<file path="src/rtl/pattern_pkg.sv">
`default_nettype none
// ============================================================================
//  Module   : pattern_pkg
//  Brief    : Shared encodings and default widths for the pattern-match
//             window reporting path.
//  Revision : 1.0 - initial release
// ============================================================================
package pattern_pkg;

  // Window reporter FSM encoding
  typedef enum logic [0:0] {
    ST_IDLE = 1'b0,
    ST_RUN  = 1'b1
  } state_t;

  // Default widths of the per-window match count and the lost-window counter
  localparam int DEF_CNT_W  = 8;
  localparam int DEF_LOST_W = 4;

  // Detector output symbols: a match is reported as symbol 'c'
  typedef enum logic [0:0] {
    SYM_B = 1'b0,
    SYM_C = 1'b1
  } det_sym_t;

endpackage
`default_nettype wire

</file>
<file path="src/rtl/sat_counter.sv">
`default_nettype none
// ============================================================================
//  Module   : sat_counter
//  Brief    : Up-counter that sticks at its maximum value; flags any
//             increment attempted while already saturated.
//  Revision : 1.0 - initial release
// ============================================================================
module sat_counter #(
  parameter int W = 8
) (
  input  logic         clk,
  input  logic         rst,
  input  logic         clr,
  input  logic         inc,
  output logic [W-1:0] value,
  output logic         sat_hit
);

  // Count up on inc, hold at all-ones; clear has priority
  always_ff @(posedge clk or posedge rst) begin
    if (rst) begin
      value <= '0;
    end else if (clr) begin
      value <= '0;
    end else if (inc && !(&value)) begin
      value <= value + W'(1);
    end
  end

  // Increment requested while already at the ceiling
  assign sat_hit = inc & (&value);

endmodule
`default_nettype wire

</file>
<file path="src/rtl/match_window_reporter.sv">
`default_nettype none
// ============================================================================
//  Module   : match_window_reporter
//  Brief    : Counts detector matches over fixed windows of qualified
//             samples and publishes each window's count through a
//             single-entry valid/ready report slot, tracking windows lost
//             to back-pressure.
//  Revision : 1.0 - initial release
// ============================================================================
module match_window_reporter
  import pattern_pkg::*;
#(
  parameter int WIN_LEN = 16,
  parameter int CNT_W   = DEF_CNT_W,
  parameter int LOST_W  = DEF_LOST_W
) (
  input  logic              clk,
  input  logic              rst,
  input  logic              start,
  input  logic              stop,
  input  logic              smp_en,
  input  logic              det,
  output logic              rpt_valid,
  input  logic              rpt_ready,
  output logic [CNT_W-1:0]  rpt_count,
  output logic              rpt_sat,
  output logic [LOST_W-1:0] rpt_lost,
  output logic              busy
);

  localparam int IDX_W = $clog2(WIN_LEN);

  state_t              r_state;
  state_t              w_state_nxt;
  logic [IDX_W-1:0]    r_win_idx;
  logic                r_sat;
  logic [CNT_W-1:0]    w_hit_cnt;
  logic                w_hit_sat_hit;
  logic [CNT_W-1:0]    w_final_cnt;
  logic                w_final_sat;
  logic [LOST_W-1:0]   w_lost_acc;
  logic                w_lost_sat_unused;
  logic                w_run;
  logic                w_take;
  logic                w_hit;
  logic                w_end;
  logic                w_win_clr;
  logic                w_load;
  logic                w_drop;
  logic                r_rpt_valid;
  logic [CNT_W-1:0]    r_rpt_count;
  logic                r_rpt_sat;
  logic [LOST_W-1:0]   r_rpt_lost;

  // A sample is taken only in RUN and only when no start/stop is clearing
  // the window in the same cycle.
  assign w_run     = (r_state == ST_RUN);
  assign w_take    = w_run & smp_en & ~start & ~stop;
  assign w_hit     = w_take & (det_sym_t'(det) == SYM_C);
  assign w_end     = w_take & (r_win_idx == IDX_W'(WIN_LEN - 1));
  assign w_win_clr = start | stop | w_end;

  // State register
  always_ff @(posedge clk or posedge rst) begin
    if (rst) begin
      r_state <= ST_IDLE;
    end else begin
      r_state <= w_state_nxt;
    end
  end

  // Next-state: stop dominates a coincident start
  always_comb begin
    w_state_nxt = r_state;
    case (r_state)
      ST_IDLE: if (start && !stop) w_state_nxt = ST_RUN;
      ST_RUN:  if (stop)           w_state_nxt = ST_IDLE;
      default: w_state_nxt = ST_IDLE;
    endcase
  end

  // Sample index within the current window, wrapping at the window end
  always_ff @(posedge clk or posedge rst) begin
    if (rst) begin
      r_win_idx <= '0;
    end else if (start || stop) begin
      r_win_idx <= '0;
    end else if (w_take) begin
      r_win_idx <= w_end ? '0 : r_win_idx + IDX_W'(1);
    end
  end

  sat_counter #(.W(CNT_W)) u_hit_cnt (
    .clk     (clk),
    .rst     (rst),
    .clr     (w_win_clr),
    .inc     (w_hit),
    .value   (w_hit_cnt),
    .sat_hit (w_hit_sat_hit)
  );

  // Sticky saturation flag for the window in progress
  always_ff @(posedge clk or posedge rst) begin
    if (rst) begin
      r_sat <= 1'b0;
    end else if (w_win_clr) begin
      r_sat <= 1'b0;
    end else if (w_hit_sat_hit) begin
      r_sat <= 1'b1;
    end
  end

  // The final sample's hit is folded in combinationally so the report
  // carries the complete window one cycle after the last sample.
  assign w_final_cnt = w_hit_cnt + CNT_W'(w_hit & ~w_hit_sat_hit);
  assign w_final_sat = r_sat | w_hit_sat_hit;

  // Slot accepts a new report when empty or when being drained this cycle
  assign w_load = w_end & (~r_rpt_valid | rpt_ready);
  assign w_drop = w_end & r_rpt_valid & ~rpt_ready;

  sat_counter #(.W(LOST_W)) u_lost_acc (
    .clk     (clk),
    .rst     (rst),
    .clr     (w_load),
    .inc     (w_drop),
    .value   (w_lost_acc),
    .sat_hit (w_lost_sat_unused)
  );

  // Single-entry report slot; contents frozen while valid and unaccepted
  always_ff @(posedge clk or posedge rst) begin
    if (rst) begin
      r_rpt_valid <= 1'b0;
      r_rpt_count <= '0;
      r_rpt_sat   <= 1'b0;
      r_rpt_lost  <= '0;
    end else if (w_load) begin
      r_rpt_valid <= 1'b1;
      r_rpt_count <= w_final_cnt;
      r_rpt_sat   <= w_final_sat;
      r_rpt_lost  <= w_lost_acc;
    end else if (r_rpt_valid && rpt_ready) begin
      r_rpt_valid <= 1'b0;
    end
  end

  assign rpt_valid = r_rpt_valid;
  assign rpt_count = r_rpt_count;
  assign rpt_sat   = r_rpt_sat;
  assign rpt_lost  = r_rpt_lost;
  assign busy      = w_run;

endmodule
`default_nettype wire

</file>
<file path="config.mk">
export PLATFORM = sky130hd
export DESIGN_NAME = match_window_reporter
export DESIGN_NICKNAME = d
export VERILOG_FILES = /design/src/rtl/pattern_pkg.sv /design/src/rtl/sat_counter.sv /design/src/rtl/match_window_reporter.sv
export SDC_FILE = /design/constraint.sdc
export NUM_CORES = 1
export LEC_CHECK = 0
export BUFFER_PORTS_ARGS = -buffer_cell sky130_fd_sc_hd__buf_2
export CAP_MARGIN = 20
export CORE_ASPECT_RATIO = 1.4
export CORE_MARGIN = 2
export CORE_UTILIZATION = 60
export CTS_CLUSTER_DIAMETER = 60
export DETAILED_ROUTE_END_ITERATION = 6
export PLACE_DENSITY = 0.83
export SYNTH_ARGS = -nofsm -noshare
export SYNTH_HDL_FRONTEND = slang
export SYNTH_SLANG_ARGS = --single-unit
</file>
<file path="constraint.sdc">
create_clock -name clk -period 3.95 [get_ports clk]
set_input_delay 0.1975 -clock clk [delete_from_list [all_inputs] [get_ports clk]]
set_output_delay 0.1975 -clock clk [all_outputs]
set_load 0.005 [all_outputs]
</file>
== Word level (Yosys, flattened, before mapping) ==
Cells that the tools add are included.

* Add/sub/neg operators: 4
* $mul: 0
* Divide/modulo/power cells: 0
* $lt $le $gt $ge: 0
* Equality and inequality tests: 1
* Shifts and indexed selects: 0
* Multiplexer cells: 14
* Bitwise operators: 20
* Reduce and logical (&&, ||, !) cells: 15

{| class="wikitable"
|+ Operators by type and width
! kind !! number
|-
| 2-to-1 mux 4 bit || 5
|-
| 2-to-1 mux 8 bit || 2
|-
| nonzero test 2 bit || 5
|-
| AND 1 bit || 9
|-
| adder 4 x 1 -> 4 bit (second input constant) || 2
|-
| adder 8 x 1 -> 8 bit (second input constant) || 1
|-
| adder 8 bit || 1
|-
| AND 1 x 8 -> 8 bit || 1
|-
| inverter 1 -> 8 bit || 1
|-
| AND reduction 8 bit || 1
|-
| 2-to-1 mux 1 bit || 6
|-
| inverter 1 bit || 5
|-
| equality test 4 bit (second input constant) || 1
|-
| logical AND 1 bit || 4
|-
| bitwise OR 1 bit || 4
|-
| AND reduction 4 bit || 1
|-
| zero test 1 bit || 3
|-
| one-hot mux 1 bit (2 select lines) || 1
|-
| logical OR 1 bit || 1
|}

* Bits in registers: 32
* Latch bits: 0
* RAM bits: 0
* Bits in read-only memories: 0
* Output and inout port bits: 15
* Memories kept: 0

== Depth between registers and ports, before layout ==
* Depth in word-level cells: 9
* Depth in mapped cells: 10
* Depth with buffers taken out: 10

== Modules after synthesis ==
A second synthesis with hierarchy kept.

* Cell total of the unflattened synthesis: 158
* Area total of the unflattened synthesis: 1755.4 um^2

{| class="wikitable"
|+ By module, submodules not included
! module !! instances !! cells each !! area each (um^2) !! seq. area each (um^2)
|-
| match_window_reporter || 1 || 86 || 1027.2 || 500.5
|-
| sat_counter (u_hit_cnt) || 1 || 49 || 494.2 || 200.2
|-
| sat_counter (u_lost_acc) || 1 || 23 || 234.0 || 100.1
|}

== Worst setup path after synthesis ==
No wires, ideal clock.

* Path type: register to register
* Start point: register u_hit_cnt.value[0]
* End point: register r_rpt_count[6], in the netlist rpt_count[6]
* Library setup time: 77 ps
* Arrival time: 1815 ps
* Required time: 3873 ps
* Slack: 2057 ps
* Cell stages (with the launch flop): 11
* Path buffers: 0
* Path through: dfrtp_1 ha_1 nand3_1 o211ai_1 inv_1 ha_1 ha_1 nand3_1 nor2_1 xnor2_1 a21oi_1

* Cells in the longest elaborated chain, start to end: 5

{| class="wikitable"
|+ Ends and longest elaborated chain
! item !! line !! source
|-
| start: declaration || sat_counter.sv:15 || <nowiki>output logic [W-1:0] value,</nowiki>
|-
| start signal: assignment || sat_counter.sv:26 || <nowiki>value <= value + W'(1);</nowiki>
|-
| AND reduction 8 bit || sat_counter.sv:31 || <nowiki>assign sat_hit = inc & (&value);</nowiki>
|-
| AND 1 bit || sat_counter.sv:31 ||
|-
| inverter 1 -> 8 bit || match_window_reporter.sv:115 || <nowiki>assign w_final_cnt = w_hit_cnt + CNT_W'(w_hit & ~w_hit_sat_hit);</nowiki>
|-
| AND 1 x 8 -> 8 bit || match_window_reporter.sv:115 ||
|-
| adder 8 bit (*) || match_window_reporter.sv:115 ||
|-
| end signal: assignment || match_window_reporter.sv:140 || <nowiki>r_rpt_count <= w_final_cnt;</nowiki>
|-
| end: declaration || match_window_reporter.sv:51 || <nowiki>logic [CNT_W-1:0] r_rpt_count;</nowiki>
|}

Mark *: on every way between the ends. The rest lies on a longest branch, timed or not.
A chain may end at the register's enable or synchronous reset.

== Final worst setup path ==
* Start point: register r_win_idx[0]
* End point: register r_rpt_count[1], in the netlist rpt_count[1]

* Cells in the longest elaborated chain, start to end: 3

{| class="wikitable"
|+ Ends and longest elaborated chain
! item !! line !! source
|-
| start: declaration || match_window_reporter.sv:35 || <nowiki>logic [IDX_W-1:0] r_win_idx;</nowiki>
|-
| start signal: assignment || match_window_reporter.sv:89 || <nowiki>r_win_idx <= w_end ? '0 : r_win_idx + IDX_W'(1);</nowiki>
|-
| equality test 4 bit || match_window_reporter.sv:60 || <nowiki>assign w_end = w_take & (r_win_idx == IDX_W'(WIN_LEN - 1));</nowiki>
|-
| AND 1 bit || match_window_reporter.sv:60 ||
|-
| AND 1 bit || match_window_reporter.sv:119 || <nowiki>assign w_load = w_end & (~r_rpt_valid | rpt_ready);</nowiki>
|}

No other way between the ends.

==> results by stage <==
Routing:
- For this run, the detailed router's first-pass iteration total came to 4.
- The average vias per placed instance is 6.03.
- The uppermost metal layer occupied by signal nets is met4.
- The routed wire length per instance is 14.5 µm.
- After detailed routing, the number of remaining DRC violations is 0.
- The detailed-routing wirelength on met1 is 1320 µm.
- Summing over every cut layer, the via total after detailed routing is between 1000 and 1500.
- For this block, the initial DRC count from the detailed router was 61.
- The total routed wirelength is 3140 µm.
- After detailed routing, the met3 layer carries a little over 200 µm of wire.
- Detailed routing placed a total of 1560 µm of wire on met2.
- The detail route stage leaves a number of antenna-violating nets equal to 0.

Logic synthesis:
- The share of the yosys chip area belonging to registers is 49.7%.
- The count of mapped cells out of synthesis is 156.
- In this run, distinct cell masters in the synthesized netlist total 37.
- The cell area after technology mapping is 1610 µm².
- In this run the mean area of a mapped cell was 10.3 µm².
- The synthesized netlist net count is roughly 170.
- The predominant post-synthesis flop cell is dfrtp_1.
- The yosys synthesis warning count is 0.
- The post-synthesis async set-or-reset flop share is 100%.
- The synthesized design contains 0 enable-type register cells.
- After synthesis the netlist holds a flip-flop and latch count of 32.

Clock network:
- CTS placed an instance of clkbuf_4 at the clock tree root.
- The maximum clock insertion buffer count is 2.
- The TritonCTS clock tree is yes.
- Clock latency on the worst-skew pair, taken at its later pin, is about 0.34 ns.
- The total clock buffers created by CTS is 5.
- The total of cells resized after clock tree synthesis is 0.
- The tree built by TritonCTS fans out to 32 sinks.
- The clock-pin slew on the worst setup and hold paths is roughly 0.10 ns.
- The maximum level of the CTS H-tree is 2.

Setup path:
- The buffer and inverter count on the worst path is 0.
- The worst path arrival time is 2.48 ns.
- The classification of the worst setup path is register to register.
- The sort of element at the start of the critical path is a register.
- The category of the worst setup path capture point is a register.
- The largest fanout on the critical path is 22.
- In this design, the stage delay of the slowest critical-path cell is approximately 0.91 ns.
- The family with the most delay on the worst path is simple AND/OR/NAND/NOR gates.
- Data on the critical path is required at its endpoint by 4.18 ns.
- Walking the worst path, the cells encountered are ha_1 > nand3_1 > nor4_4 > mux2_2.
- The worst-path cell with the longest stage delay is nor4_4.

STA:
- The worst path meets setup with 1.70 ns of slack.
- The peak clock frequency supported by timing is 444 MHz.
- The count of endpoints failing hold in the final timing report is 0.
- Setup repair after global routing left no endpoint under its margin.
- The final cycle utilization of the critical path is 57.1%.
- At the pin with the least slew margin, the transition time is roughly 1.1 ns.
- Measured against its own limit, the worst slew margin works out to 29.3%.
- The count of final max-slew check failures came to 0.
- Summed over all failing endpoints, the final setup total negative slack is 0 ns.
- The final number of setup-violating endpoints is 0.
- The setup clock skew after layout is ~0.011 ns.
- The clock period minus worst slack is between 2 and 2.5 ns.

GRT:
- Entering global routing, the biggest net connects 23 pins.
- The wire length of the first global-routing pass is 5380 µm.
- The initial antenna violation count is 0.
- The number of global-route vias before repair was roughly 1300.
- For this run, the total global-route usage over all layers was measured as 24.3%.
- After global routing the overflow that remains totals 0.

Flow run:
- Max-cap violations in this run came to 0.

Die:
- The floorplan step defined a core boundary enclosing 2590 µm².
- From left edge to right edge, the die measures between 40 and 50 µm.
- From bottom edge to top edge, the die measures 65.3 µm.
- The overall die area is roughly 3100 µm².
- Row generation in the floorplan step produced 22 rows.
- The top-level I/O count is 22.
- The starting utilization of the core area is 62.3%.

Place:
- The total of buffers placed on input and output ports is 21.
- The worst-case setup slack after placement is between 1.5 and 2 ns.
- The HPWL after detailed placement is 2330 µm.
- The total placed instance area is ~1700 µm².
- At the end of routability-driven placement, the weighted congestion stood at 0.863.

Final layout:
- Of the cells placed in the final design, the portion with a size suffix greater than 1 is 19.9%.
- With fillers left out, the area of the finished cells amounts to 1810 µm².
- After the last flow step, the layout net total stands at around 190.
- The number of diodes is 0.
- The signed area change from the synthesized netlist to the final layout is 12.3%.
- The core utilization of the finished layout is 70.0%.
- After filler insertion, the fill cell instance count of the layout stands at 232.

Min path:
- The worst hold path belongs to the class input port to register.

Power and ir drop:
- The power per cell area is 307 nW/µm².
- The design draws 0.555 mW.
- Across the VDD grid, the largest voltage drop is 0.187 mV.
- The reported leakage power is around 0.86 nW.

Outcome:
- The run finished with clean final reports.
-- synthesized netlist by cell type, types with 2 or more instances --
master / n / area (µm²)
dfrtp_1: 32 / 801
nor2_1: 26 / 97.6
a21oi_1: 11 / 55.1
nand2_1: 11 / 41.3
nand3_1: 9 / 45.0
xnor2_1: 7 / 61.3
xor2_1: 6 / 52.6
ha_1: 5 / 62.6
mux2_1: 4 / 45.0
nand4_1: 4 / 25.0
a211oi_1: 3 / 22.5
buf_6: 3 / 33.8
inv_1: 3 / 11.3
nor3_1: 3 / 15.0
o21ai_0: 3 / 15.0
a2111oi_0: 2 / 17.5
a41oi_1: 2 / 17.5
mux2_2: 2 / 22.5
o2111ai_1: 2 / 17.5
-- flip-flops by register name (all words and copies together), names as in the netlist --
signal,cells
rpt_count,8
u_hit_cnt.value,8
r_win_idx,4
rpt_lost,4
u_lost_acc.value,4
busy,1
r_sat,1
rpt_sat,1
rpt_valid,1
-- cell type report --
type                       count  area, µm²  area share [%]
sequential                    32        801            44.2
inverter                       3       11.3           0.622
timing repair buffer          23        143            7.88
clock buffer                   6       51.3            2.83
tap                           36       45.0            2.49
multi-input combinational    115        749            41.4
clock inverter                 2       10.0           0.553
-- cell families (layout without fill, tap and decap cells) --
group | count (synthesis) | after routing | share of synthesized area, %
adders and majority gates | 5 | 5 | 3.88
muxes | 7 | 7 | 4.81
AOI/OAI and AO/OA | 26 | 26 | 10.3
buffers and inverters | 9 | 34 | 3.88
xor gates and xnor gates | 13 | 13 | 7.06
DFF | 32 | 32 | 49.7
and+or+nand+nor | 64 | 64 | 20.4
-- worst paths after layout --
kind | cells after the start | slack [ns] | startpoint | end
worst max register to register | 4 | 1.70 | r_win_idx[0] | rpt_count[1]
min in group asynchronous | 3 | 0.45 | rst | rpt_count[7]
worst max-delay path | 4 | 1.70 | r_win_idx[0] | rpt_count[1]
worst min register to register | 1 | 0.49 | rpt_lost[1] | rpt_lost[1]
max in group asynchronous | 4 | 3.00 | rst | rpt_count[1]
worst min-delay path | 2 | 0.06 | stop | busy
-- where the power goes --
group | leakage, nW | total, mW | internal (mW) | switching (mW)
clock | 0.0380 | 0.200 | 0.0846 | 0.115
combinational | 0.376 | 0.0255 | 0.00904 | 0.0165
sequential | 0.446 | 0.330 | 0.328 | 0.00145
total | 0.859 | 0.555 | 0.422 | 0.133
-- stage by stage --
stage,hold slack [ns],std cells
global placement,0.414,207
finish,0.0557,217
CTS,0.0494,217
global route,0.0595,217
detailed placement,0.278,208
floorplan,0.264,156
-- layer usage --
metal,up-vias,global-route usage [%]
met4,0,11.5
met5,-,0
met2,54,37.8
met3,8,7.69
li1,604,-
met1,643,29.4
-- what timing repair did --
item                                   4_1_cts  5_1_grt
hold buffers                                 1        0
setup buffers                                0        0
setup endpoints to repair                    0        0
endpoints found under the hold margin       12        0
-- cells in the final DEF, fill, tap and decap left out, types with 5 or more instances in the layout --
| cell | Yosys | layout |
|---|---|---|
| buf_2 | 1 | 21 |
| nor2_1 | 26 | 26 |
| xor2_1 | 6 | 6 |
| xnor2_1 | 7 | 7 |
| ha_1 | 5 | 5 |
| nand3_1 | 9 | 9 |
| nand2_1 | 11 | 11 |
| clkbuf_4 | 0 | 5 |
| a21oi_1 | 11 | 11 |
| dfrtp_1 | 32 | 32 |
Note: power is estimated with default switching activity, not from simulation.
